$ cat config.mk
export PLATFORM = sky130hd
export DESIGN_NAME = axis_burst_reader
export DESIGN_NICKNAME = d
export VERILOG_FILES = /design/src/rtl/axis_burst_reader_pkg.sv /design/src/rtl/axis_reg_slice.sv /design/src/rtl/axis_burst_reader.sv
export SDC_FILE = /design/constraint.sdc
export NUM_CORES = 1
export LEC_CHECK = 0
export CAP_MARGIN = 5
export CORE_UTILIZATION = 54
export CTS_BUF_LIST = sky130_fd_sc_hd__clkbuf_8
export CTS_CLUSTER_DIAMETER = 150
export DETAILED_ROUTE_END_ITERATION = 10
export PLACE_DENSITY = 0.9
export SETUP_SLACK_MARGIN = 0.3
export SLEW_MARGIN = 20
export SYNTH_ARGS = -nofsm -noshare
export SYNTH_HDL_FRONTEND = slang
export SYNTH_SLANG_ARGS = --single-unit
$ cat constraint.sdc
create_clock -name aclk -period 3.5 [get_ports aclk]
set_input_delay 0.7 -clock aclk [delete_from_list [all_inputs] [get_ports aclk]]
set_output_delay 0.7 -clock aclk [all_outputs]
set_load 0.05 [all_outputs]
$ cat src/rtl/axis_burst_reader_pkg.sv
// Shared definitions for the packet burst reader and its stream register.
package axis_burst_reader_pkg;

  // Width of the FIFO read-side fill level.
  localparam int FIFO_CNT_W = 16;

  // Reader FSM states.
  typedef enum logic [0:0] {
    ST_IDLE  = 1'b0,
    ST_BURST = 1'b1
  } state_t;

endpackage

$ cat src/rtl/axis_reg_slice.sv
// Single-stage AXI-Stream register: holds data/last while downstream stalls
// and accepts a new word whenever the slot is empty or being drained.
module axis_reg_slice
  import axis_burst_reader_pkg::*;
#(
  parameter int DATA_W = 32
) (
  input  logic              aclk,
  input  logic              areset,
  input  logic [DATA_W-1:0] i_data,
  input  logic              i_valid,
  input  logic              i_last,
  output logic              o_ready,
  output logic [DATA_W-1:0] o_data,
  output logic              o_valid,
  output logic              o_last,
  input  logic              i_ready
);

  logic [DATA_W-1:0] r_data;
  logic              r_valid;
  logic              r_last;

  // Slot is free when empty or when the held word leaves this cycle.
  assign o_ready = ~r_valid | i_ready;
  assign o_data  = r_data;
  assign o_valid = r_valid;
  assign o_last  = r_last;

  // Load on upstream handshake; otherwise clear valid once downstream takes the word.
  always_ff @(posedge aclk) begin
    if (areset) begin
      r_data  <= '0;
      r_valid <= 1'b0;
      r_last  <= 1'b0;
    end else if (i_valid && o_ready) begin
      r_data  <= i_data;
      r_valid <= 1'b1;
      r_last  <= i_last;
    end else if (i_ready) begin
      r_valid <= 1'b0;
    end
  end

endmodule

$ cat src/rtl/axis_burst_reader.sv
// Drains a FIFO in fixed-length packets. A packet starts only once the FIFO
// already holds all of its words, so a burst never waits on missing data
// (unless the FIFO under-runs, in which case the burst simply pauses).
module axis_burst_reader
  import axis_burst_reader_pkg::*;
#(
  parameter int AXIS_TDATA_WIDTH = 32,
  parameter int CNTR_WIDTH       = 16
) (
  input  logic                        aclk,
  input  logic                        areset,
  input  logic                        cfg_enable,
  input  logic [CNTR_WIDTH-1:0]       cfg_length,
  input  logic [FIFO_CNT_W-1:0]       fifo_count,
  output logic                        busy,
  output logic [31:0]                 sts_packets,
  input  logic [AXIS_TDATA_WIDTH-1:0] s_axis_tdata,
  input  logic                        s_axis_tvalid,
  output logic                        s_axis_tready,
  output logic [AXIS_TDATA_WIDTH-1:0] m_axis_tdata,
  output logic                        m_axis_tvalid,
  input  logic                        m_axis_tready,
  output logic                        m_axis_tlast
);

  state_t                r_state;
  logic [CNTR_WIDTH-1:0] r_cnt;
  logic [CNTR_WIDTH-1:0] r_len;
  logic [31:0]           r_pkts;

  logic w_slot_free;
  logic w_rd;
  logic w_last;
  logic w_start;
  logic w_pkt_done;

  // Start only when the whole packet is already stored; zero length never starts.
  assign w_start    = cfg_enable && (cfg_length != '0) &&
                      (32'(fifo_count) >= 32'(cfg_length));
  assign s_axis_tready = (r_state == ST_BURST) && w_slot_free;
  assign w_rd       = s_axis_tready && s_axis_tvalid;
  assign w_last     = (r_cnt == (r_len - CNTR_WIDTH'(1)));
  assign w_pkt_done = m_axis_tvalid && m_axis_tready && m_axis_tlast;

  assign busy        = (r_state == ST_BURST) || (m_axis_tvalid && m_axis_tlast);
  assign sts_packets = r_pkts;

  // Packet FSM: latch the length at start, count words, return to IDLE on the last read.
  always_ff @(posedge aclk) begin
    if (areset) begin
      r_state <= ST_IDLE;
      r_cnt   <= '0;
      r_len   <= '0;
    end else begin
      case (r_state)
        ST_IDLE: begin
          if (w_start) begin
            r_state <= ST_BURST;
            r_len   <= cfg_length;
            r_cnt   <= '0;
          end
        end
        ST_BURST: begin
          if (w_rd) begin
            r_cnt <= r_cnt + CNTR_WIDTH'(1);
            if (w_last) r_state <= ST_IDLE;
          end
        end
        default: r_state <= ST_IDLE;
      endcase
    end
  end

  // Completed-packet counter, wraps naturally at 2^32.
  always_ff @(posedge aclk) begin
    if (areset) r_pkts <= '0;
    else if (w_pkt_done) r_pkts <= r_pkts + 32'd1;
  end

  axis_reg_slice #(
    .DATA_W (AXIS_TDATA_WIDTH)
  ) u_out_reg (
    .aclk    (aclk),
    .areset  (areset),
    .i_data  (s_axis_tdata),
    .i_valid (w_rd),
    .i_last  (w_last),
    .o_ready (w_slot_free),
    .o_data  (m_axis_tdata),
    .o_valid (m_axis_tvalid),
    .o_last  (m_axis_tlast),
    .i_ready (m_axis_tready)
  );

endmodule

Word-level counts from Yosys, hierarchy flattened:

Cells that the tools add are included.

* equality and inequality tests: 3
* reduce and logical (&&, ||, !) cells: 13
* bitwise gates (word level): 3
* multiplexer cells: 9
* order comparisons: 1
* $add $sub $neg: 3

Operator list (number)
* $add A32 B1 Y32 const B: 1
* $mux W16: 2
* $pmux W16 S2: 1
* $add A16 B1 Y16 const B: 1
* $eq A16 B16 Y1: 1
* $ge A16 B16 Y1: 1
* $reduce_bool A16 Y1: 1
* $sub A16 B1 Y16 const B: 1
* $logic_and A1 B1 Y1: 8
* $mux W1: 5
* $reduce_and A2 Y1: 2
* $ne A2 B1 Y1 const B: 1
* $ne A2 B2 Y1 const B: 1
* $not A1 Y1: 2
* $pmux W1 S2: 1
* $reduce_bool A2 Y1: 1
* $logic_or A1 B1 Y1: 1
* $or A1 B1 Y1: 1

* output and inout port bits: 68
* input port bits: 69
* flip-flop bits (word level): 99
* logic and storage cells: 39

Logic depth before layout (Yosys ltp):

Gate-level depths: netlist of run 1.

* depth in word-level cells: 6
* gate-level depth with buffers: 10
* depth with buffers taken out: 8

By module:

From an unflattened synthesis of run 1, not the netlist that was laid out.

* cell total of the unflattened synthesis: 579
* area total of the unflattened synthesis: 5201.2 um2

By module, submodules not included
* axis_burst_reader: cells each 424, instances 1, seq. area each 1301.2 um2, area an instance 3577.2 um2
* axis_reg_slice: cells each 155, instances 1, seq. area each 680.7 um2, area an instance 1624.1 um2

Worst setup path after synthesis of run 1:

Ideal clock, no wire load.

* path type: input to register
* from: in fifo_count[0]
* to: reg r_len[10]
* setup slack: 956 ps
* data arrival time: 2417 ps
* path buffers: 2
* data required time: 3372 ps
* stages on the path: 10
* cells stage by stage: inv_1 > ha_1 > nand2b_4 > a2111o_1 > a311oi_1 > a31oi_1 > buf_6 > buf_8 > mux2i_1 > nor2_1

* word-level cells in the longest chain between the ends: 3

RTL lines
* start: declaration: line axis_burst_reader.sv:14 `input logic [FIFO_CNT_W-1:0] fifo_count,`
* $ge A16 B16 Y1: line axis_burst_reader.sv:39 `(32'(fifo_count) >= 32'(cfg_length));`
* $logic_and A1 B1 Y1: line axis_burst_reader.sv:38 `assign w_start = cfg_enable && (cfg_length != '0) &&`
* $reduce_and A2 Y1 (no line)
* end signal: assignment: line axis_burst_reader.sv:59 `r_len <= cfg_length;`
* end: declaration: line axis_burst_reader.sv:28 `logic [CNTR_WIDTH-1:0] r_len;`

Every way passes these cells.
A chain may end at the register's enable or synchronous reset.

Worst setup path in the final report of run 1:

* from: in cfg_length[14]
* to: reg r_len[7]

* word-level cells in the longest chain between the ends: 4
* elaborated cells on any way between the ends: 5
* classes of those cells: 1 x order compare; 4 x reduce/logical

RTL lines
* start: declaration: line axis_burst_reader.sv:13 `input logic [CNTR_WIDTH-1:0] cfg_length,`
* branches (longest 2 deep; another with $ge A16 B16 Y1)
* $logic_and A1 B1 Y1 *: line axis_burst_reader.sv:38
* $reduce_and A2 Y1 (no line) *

Mark *: on every way between the ends.

==> insert_results.sql, run 1 <==
INSERT INTO impl_metrics (metric_group, metric, value, unit) VALUES
('run_status', 'status', 'finished with violations', ''),
('run_status', 'violated_checks', 'design-rule violations', ''),
('pwr', 'power-per-cell-area', '359', 'mW/mm^2'),
('sta', 'fin_worst_hold_slack', '0.461', 'ns'),
('run', 'maxCapViolCount', '0', ''),
('die', 'die_w', '98.1', 'um'),
('sta', 'finalHoldViolations', '0', ''),
('yosys', 'synth-edff-count', '0', ''),
('yosys', 'share_of_the_synthesized_area_in_compound_gates_ao_oa_aoi_oai', '0.0897', ''),
('critical_path', 'cp_slowest_cell', 'clkdlybuf4s50_1', ''),
('layout', 'final_net_count', '807', ''),
('cts', 'worstSkewPairLatency', '0.38', 'ns'),
('global_routing', 'globalRoute.totalOverflow', '0', ''),
('layout', 'fillerInstances', '586', ''),
('yosys', 'syn-cell-area', '0.00498', 'sq mm'),
('die', 'initial_utilization', '0.566', ''),
('critical_path', 'critical_path_class', 'input pin to flip-flop', ''),
('sta', 'timing_max_transition_violations_final', '0', ''),
('yosys', 'yosysSeqAreaShare', '0.398', ''),
('cts', 'cts_made_buffers', '9', ''),
('critical_path', 'setup.worst_path.start_class', 'input pin', ''),
('cts', 'clock_tree.buffer_depth', '2', ''),
('layout', 'drive_gt1_frac', '0.0497', ''),
('global_routing', 'grt_pass1_wl', '21300', 'um'),
('cts', 'h-tree-depth', '3', ''),
('yosys', 'synth_top_flop_cell', 'dfxtp_1', ''),
('detailed_routing', 'detail_route.wl_per_cell', '15.6', 'um'),
('yosys', 'synth_cell_type_count', '55', ''),
('detailed_routing', 'detailroute.via_count', '4764', ''),
('die', 'die_area', '0.00961', 'sq mm'),
('detailed_routing', 'detail_route.drc_violations', '4', ''),
('yosys', 'yosys-mux-area-fraction', '0.0382', ''),
('yosys', 'area_fraction_in_and_or_nand_and_nor_cells_after_synthesis', '0.277', ''),
('critical_path', 'timing.critical_path.fanout_max', '9', ''),
('yosys', 'synth_warnings', '0', ''),
('layout', 'layout.cells.most_common_list', '134 x clkdlybuf4s50_1, 99 x dfxtp_1, 92 x nand2_1, 68 x nor2_1, 47 x a21oi_1', ''),
('cts', 'clockRootBuffer', 'clkbuf_8', ''),
('die', 'ios', '137', ''),
('layout', 'most_common_library_cell_in_the_layout_ignoring_fill_and_taps', 'clkdlybuf4s50_1', ''),
('yosys', 'post_synth_xor_area_fraction', '0.107', ''),
('detailed_routing', 'initialDrtViolationCount', '200', ''),
('global_routing', 'grt_max_degree', '39', ''),
('yosys', 'synth_area_per_cell', '8.40', 'sq um'),
('worst_hold_path', 'hold_crit_path_type', 'flip-flop to flip-flop', ''),
('detailed_routing', 'antenna_violating_nets_remaining', '0', ''),
('global_routing', 'first_global_vias', '4685', ''),
('critical_path', 'reg2reg_from', 'r_len[0]', ''),
('die', 'placeableCoreArea', '0.00881', 'sq mm'),
('sta', 'fmax', '337', 'MHz'),
('global_routing', 'grtUsageTotal', '0.271', ''),
('cts', 'tritoncts_clock_tree', 'built', ''),
('sta', 'fin_skew', '0.0141', 'ns'),
('yosys', 'largest_family_of_logic_cells_by_synthesized_area', 'simple AND/OR/NAND/NOR gates', ''),
('placed_design', 'port_buffers', '136', ''),
('die', 'core.rowCount', '34', ''),
('sta', 'timing.final.crit_period', '2.97', 'ns'),
('critical_path', 'worstPathRequired', '3.76', 'ns'),
('detailed_routing', 'dr.pass1.iters', '8', ''),
('pwr', 'p_leak', '2.47', 'nW'),
('sta', 'totalNegativeSetupSlack', '0', 'ns'),
('critical_path', 'worstSetupEndpointType', 'flip-flop', ''),
('layout', 'diodes', '0', ''),
('sta', 'setup_viol', '0', ''),
('critical_path', 'worstPathCellList', 'clkdlybuf4s50_1, inv_1, ha_1, nand4_1, nor4_1, a311oi_1, a31oi_2, buf_4, mux2i_1, nor2_1', ''),
('critical_path', 'timing.critical_path.arrival', '3.23', 'ns'),
('cts', 'postCtsSetupRepairBufs', '0', ''),
('cts', 'clock-sinks', '99', ''),
('critical_path', 'cp_slowest_stage_delay', '0.51', 'ns'),
('global_routing', 'antenna_found_initial', '0', ''),
('layout', 'postLayoutCellArea', '0.00661', 'sq mm'),
('cts', 'cts-hold-fix-buffers', '0', '');
## path summary, 6_finish.rpt
path                                             end  slack, ns  cells past startpoint
worst max register to register      u_out_reg.o_last       0.99                      8
worst min register to register  u_out_reg.o_data[18]       0.46                      2
worst max-delay path                        r_len[7]       0.53                     10
worst min-delay path            u_out_reg.o_data[18]       0.46                      2
## worst max-delay path, delay by kind of cell
family | cells | cell delay [ns]
compound gates | 2 | 0.62
fa+ha+maj | 1 | 0.32
buf+inv | 3 | 0.86
simple gates | 3 | 0.51
mux | 1 | 0.22
## metrics by stage
| stage | std cells | total power, mW | setup WS, ns | util |
|---|---|---|---|---|
| after floorplan | 593 | 1.49 | 0.956 | - |
| after global routing | 832 | 2.47 | 0.360 | 0.750 |
| after CTS | 832 | 2.38 | 0.539 | 0.750 |
| final | 832 | 2.37 | 0.533 | 0.750 |
| after detailed placement | 816 | 1.66 | 0.135 | 0.727 |
| after global placement | 816 | 1.64 | 0.220 | 0.727 |
## cell usage after synthesis (2+ instances only)
| library cell | instances | area share |
|---|---|---|
| and4_1 | 11 | 0.019 |
| dfxtp_1 | 99 | 0.40 |
| buf_1 | 2 | 0.0015 |
| o21ai_0 | 9 | 0.0090 |
| inv_1 | 21 | 0.016 |
| nor2b_1 | 4 | 0.0050 |
| buf_2 | 2 | 0.0020 |
| a31oi_1 | 2 | 0.0025 |
| a2111o_1 | 2 | 0.0045 |
| nor3_1 | 5 | 0.0050 |
| mux2i_1 | 19 | 0.038 |
| and2_1 | 6 | 0.0075 |
| and3_1 | 8 | 0.010 |
| nor2_1 | 68 | 0.051 |
| xor2_1 | 40 | 0.070 |
| a21oi_1 | 47 | 0.047 |
| nand2_1 | 92 | 0.069 |
| nand2b_1 | 6 | 0.0075 |
| nand4_1 | 15 | 0.019 |
| buf_6 | 2 | 0.0045 |
| ha_1 | 19 | 0.048 |
| clkbuf_1 | 20 | 0.015 |
| nand3_1 | 25 | 0.025 |
| or3_1 | 6 | 0.0075 |
| xnor2_1 | 21 | 0.037 |
| nor4_1 | 9 | 0.011 |
| a211oi_1 | 2 | 0.0030 |
| nand3b_1 | 4 | 0.0060 |
## where the power goes
part	switching [mW]	total, mW	internal, mW
clock network	0.452	0.737	0.285
logic	0.237	0.451	0.214
registers	0.0332	1.19	1.15
## cells by family (layout without fill, tap and decap cells)
| group | count (synthesis) | in the layout |
|---|---|---|
| adder cells (fa/ha/maj) | 19 | 19 |
| multiplexers | 19 | 19 |
| AND/OR/NAND/NOR | 272 | 272 |
| XOR/XNOR | 61 | 61 |
| buffers and inverters | 48 | 179 |
| flip-flops | 99 | 99 |
| AO/OA/AOI/OAI | 75 | 75 |
## final cells by class
cell class | instances | area [sq um] | share of cell area
clock inverter | 7 | 80.1 | 0.0121
sequential | 99 | 1980 | 0.300
timing repair buffer | 142 | 1410 | 0.214
tap | 108 | 135 | 0.0204
multi-input combinational | 446 | 2800 | 0.423
inverter | 21 | 78.8 | 0.0119
clock buffer | 9 | 124 | 0.0187
## state kept, by name (all words and copies together) (netlist names)
name / flops
sts_packets: 32
u_out_reg.o_data: 32
r_cnt: 16
r_len: 16
r_state: 1
u_out_reg.o_last: 1
u_out_reg.o_valid: 1
## per-layer routing
metal,wire [um],vias up,GRT usage
li1,-,2290,-
met1,5140,2254,0.303
met2,6680,176,0.493
met3,682,44,0.0472
met4,473,0,0.138
met5,0,-,0
(Power assumes the default switching activity.)
==> run 2, diff against run 1 <==
Settings changed: CORE_UTILIZATION 54 to 50, PLACE_DENSITY 0.9 to 0.85.
Clock period 3.5 ns to 2.95 ns, I/O delays scaled along.
==> insert_results.sql, run 2 (same netlist as run 1, synthesis figures left out) <==
INSERT INTO impl_metrics (metric_group, metric, value, unit) VALUES
('global_routing', 'globalRoute.totalOverflow', '0', ''),
('sta', 'fin_skew', '0.0126', 'ns'),
('detailed_routing', 'detail_route.wl_per_cell', '15.2', 'um'),
('cts', 'tritoncts_clock_tree', 'built', ''),
('cts', 'clockRootBuffer', 'clkbuf_8', ''),
('pwr', 'p_switching', '0.826', 'mW'),
('pwr', 'clkPwrFrac', '0.309', ''),
('pwr', 'share_of_total_power_in_sequential_cells', '0.490', ''),
('cts', 'clock_tree.buffer_depth', '2', ''),
('critical_path', 'critical_path_class', 'input pin to flip-flop', ''),
('critical_path', 'worstPathRequired', '3.27', 'ns'),
('sta', 'fmax', '387', 'MHz'),
('placed_design', 'dp_hpwl', '9610', 'um'),
('detailed_routing', 'detailroute.via_count', '4733', ''),
('critical_path', 'critical_path_buf_inv_count', '3', ''),
('run_status', 'status', 'completed', ''),
('global_routing', 'global_routing_usage_on_met3', '0.0677', ''),
('sta', 'least_margin_pin_slew', '0.542', 'ns'),
('run', 'maxCapViolCount', '0', ''),
('die', 'core.rowCount', '36', ''),
('critical_path', 'path_delay_family', 'compound AO/OA/AOI/OAI gates', ''),
('layout', 'final_net_count', '823', ''),
('pwr', 'internal_power', '2.04', 'mW'),
('sta', 'max-slew-margin-rel', '0.637', ''),
('placed_design', 'placed_standard_cell_area', '0.00654', 'sq mm'),
('global_routing', 'globalRoute.busiestLayer', 'met2', ''),
('critical_path', 'setup.worst_path.start_class', 'input pin', ''),
('cts', 'cts_made_buffers', '9', ''),
('critical_path', 'timing.critical_path.fanout_max', '7', ''),
('die', 'die_w', '102', 'um'),
('global_routing', 'antenna_found_initial', '0', ''),
('sta', 'finalHoldViolations', '0', ''),
('critical_path', 'timing.critical_path.arrival', '2.91', 'ns'),
('sta', 'setup_viol', '0', ''),
('sta', 'grt_setup_unrepaired', 'false', ''),
('detailed_routing', 'antenna_violating_nets_remaining', '0', ''),
('die', 'die-height', '102', 'um'),
('pwr', 'power_share_of_the_combinational_group', '0.201', ''),
('die', 'ios', '137', ''),
('layout', 'drive_gt1_frac', '0.0919', ''),
('die', 'placeableCoreArea', '0.00973', 'sq mm'),
('critical_path', 'cp_slowest_cell', 'clkdlybuf4s50_1', ''),
('pwr', 'p_leak', '2.57', 'nW'),
('sta', 'timing.final.crit_period', '2.59', 'ns'),
('layout', 'fillerInstances', '748', ''),
('cts', 'h-tree-depth', '3', ''),
('detailed_routing', 'routed_wl', '13200', 'um'),
('detailed_routing', 'initialDrtViolationCount', '259', ''),
('worst_hold_path', 'hold_crit_path_type', 'flip-flop to flip-flop', ''),
('cts', 'clock-sinks', '99', ''),
('cts', 'postCtsSetupRepairBufs', '0', ''),
('layout', 'stdcell_count', '873', ''),
('detailed_routing', 'viasPerCell', '5.42', ''),
('layout', 'most_common_library_cell_in_the_layout_ignoring_fill_and_taps', 'clkdlybuf4s50_1', ''),
('critical_path', 'cp_slowest_stage_delay', '0.49', 'ns'),
('placed_design', 'gp_routability_congestion', '0.913', ''),
('global_routing', 'first_global_vias', '4534', ''),
('global_routing', 'grtUsageTotal', '0.251', ''),
('cts', 'path_clk_slew', '0.10', 'ns'),
('placed_design', 'port_buffers', '136', ''),
('detailed_routing', 'dr.pass1.iters', '5', ''),
('critical_path', 'worstPathCellList', 'clkdlybuf4s50_1, inv_1, ha_1, a2111o_1, a311oi_2, a31oi_4, buf_6, or2_4, nor2_2', ''),
('layout', 'layout.cells.most_common_list', '132 x clkdlybuf4s50_1, 99 x dfxtp_1, 92 x nand2_1, 61 x nor2_1, 46 x a21oi_1', ''),
('layout', 'syn2layout_area_growth', '37.9', '%'),
('detailed_routing', 'detail_route.drc_violations', '0', ''),
('die', 'initial_utilization', '0.512', ''),
('sta', 'fin_crit_sh', '0.876', ''),
('pwr', 'ir_worst_vdd', '443', 'uV'),
('global_routing', 'global_route_track_usage_on_met1', '0.286', ''),
('pwr', 'switching_share', '0.288', ''),
('global_routing', 'met2_usage', '0.447', ''),
('pwr', 'power-per-cell-area', '418', 'mW/mm^2'),
('layout', 'postLayoutCellArea', '0.00687', 'sq mm'),
('sta', 'timing_max_transition_violations_final', '0', ''),
('global_routing', 'grt_max_degree', '39', ''),
('critical_path', 'worstSetupEndpointType', 'flip-flop', ''),
('global_routing', 'grt_pass1_wl', '20500', 'um'),
('die', 'die_area', '0.0104', 'sq mm'),
('cts', 'worstSkewPairLatency', '0.38', 'ns'),
('placed_design', 'placedCellCount', '855', ''),
('layout', 'diodes', '0', '');
-- run 2: area by class of cell --
class | count | area (sq um) | share of cell area
clock buffers | 9 | 124 | 0.0180
clock inverters | 7 | 77.6 | 0.0113
inverters | 21 | 78.8 | 0.0115
multi-input cells | 447 | 2900 | 0.423
flip-flops and latches | 99 | 1980 | 0.288
well taps | 133 | 166 | 0.0242
repair buffers | 157 | 1540 | 0.224
-- run 2: routing by layer --
layer,vias to the layer above,wire (um)
met1,2235,5350
met2,150,6850
li1,2319,-
met3,29,696
met4,0,323
met5,-,0
-- run 2: repair_timing --
item                                    in CTS  in global routing
resized for setup                            0                 28
hold buffers                                 0                  0
pin swaps                                    0                 15
cloned                                       0                  2
endpoints found under the setup margin      12                 33
-- run 2: worst paths after layout --
check	startpoint	endpoint	slack (ns)	depth (start not counted)
setup reg to reg	r_len[0]	r_state	0.60	8
hold / removal	u_out_reg.o_data[0]	u_out_reg.o_data[0]	0.46	2
setup / recovery	cfg_length[1]	r_cnt[13]	0.36	9
hold reg to reg	u_out_reg.o_data[0]	u_out_reg.o_data[0]	0.46	2
-- run 2: power by group through the flow --
| stage | sequential (mW) | clock, mW | combinational, mW |
|---|---|---|---|
| 6_report | 1.41 | 0.888 | 0.576 |
| 5_1_grt | 1.41 | 0.955 | 0.623 |
| 4_1_cts | 1.40 | 0.906 | 0.547 |
| 3_5_place_dp | 1.44 | 0 | 0.543 |
| 3_3_place_gp | 1.43 | 0 | 0.526 |
| 2_1_floorplan | 1.48 | 0 | 0.286 |
-- run 2: stage by stage --
stage          power, mW  setup WS [ns]  utilization  hold WS (ns)  setup TNS, ns
2_1_floorplan       1.77          0.516            -         0.481              0
3_3_place_gp        1.96        -0.0738        0.672         0.441          -1.50
3_5_place_dp        1.98         -0.127        0.672         0.446          -2.69
4_1_cts             2.86          0.281        0.693         0.461              0
5_1_grt             2.99          0.276        0.706         0.479              0
6_report            2.87          0.365        0.706         0.460              0
-- run 2: worst register-to-register path, cell delays in order (launching register included) --
cell and delay [ns]:
dfxtp_1 0.47, inv_1 0.08, ha_1 0.30, and2_1 0.21, o21ai_0 0.19, o31ai_1 0.12
a2111oi_0 0.44, and4_1 0.33, a211oi_2 0.09
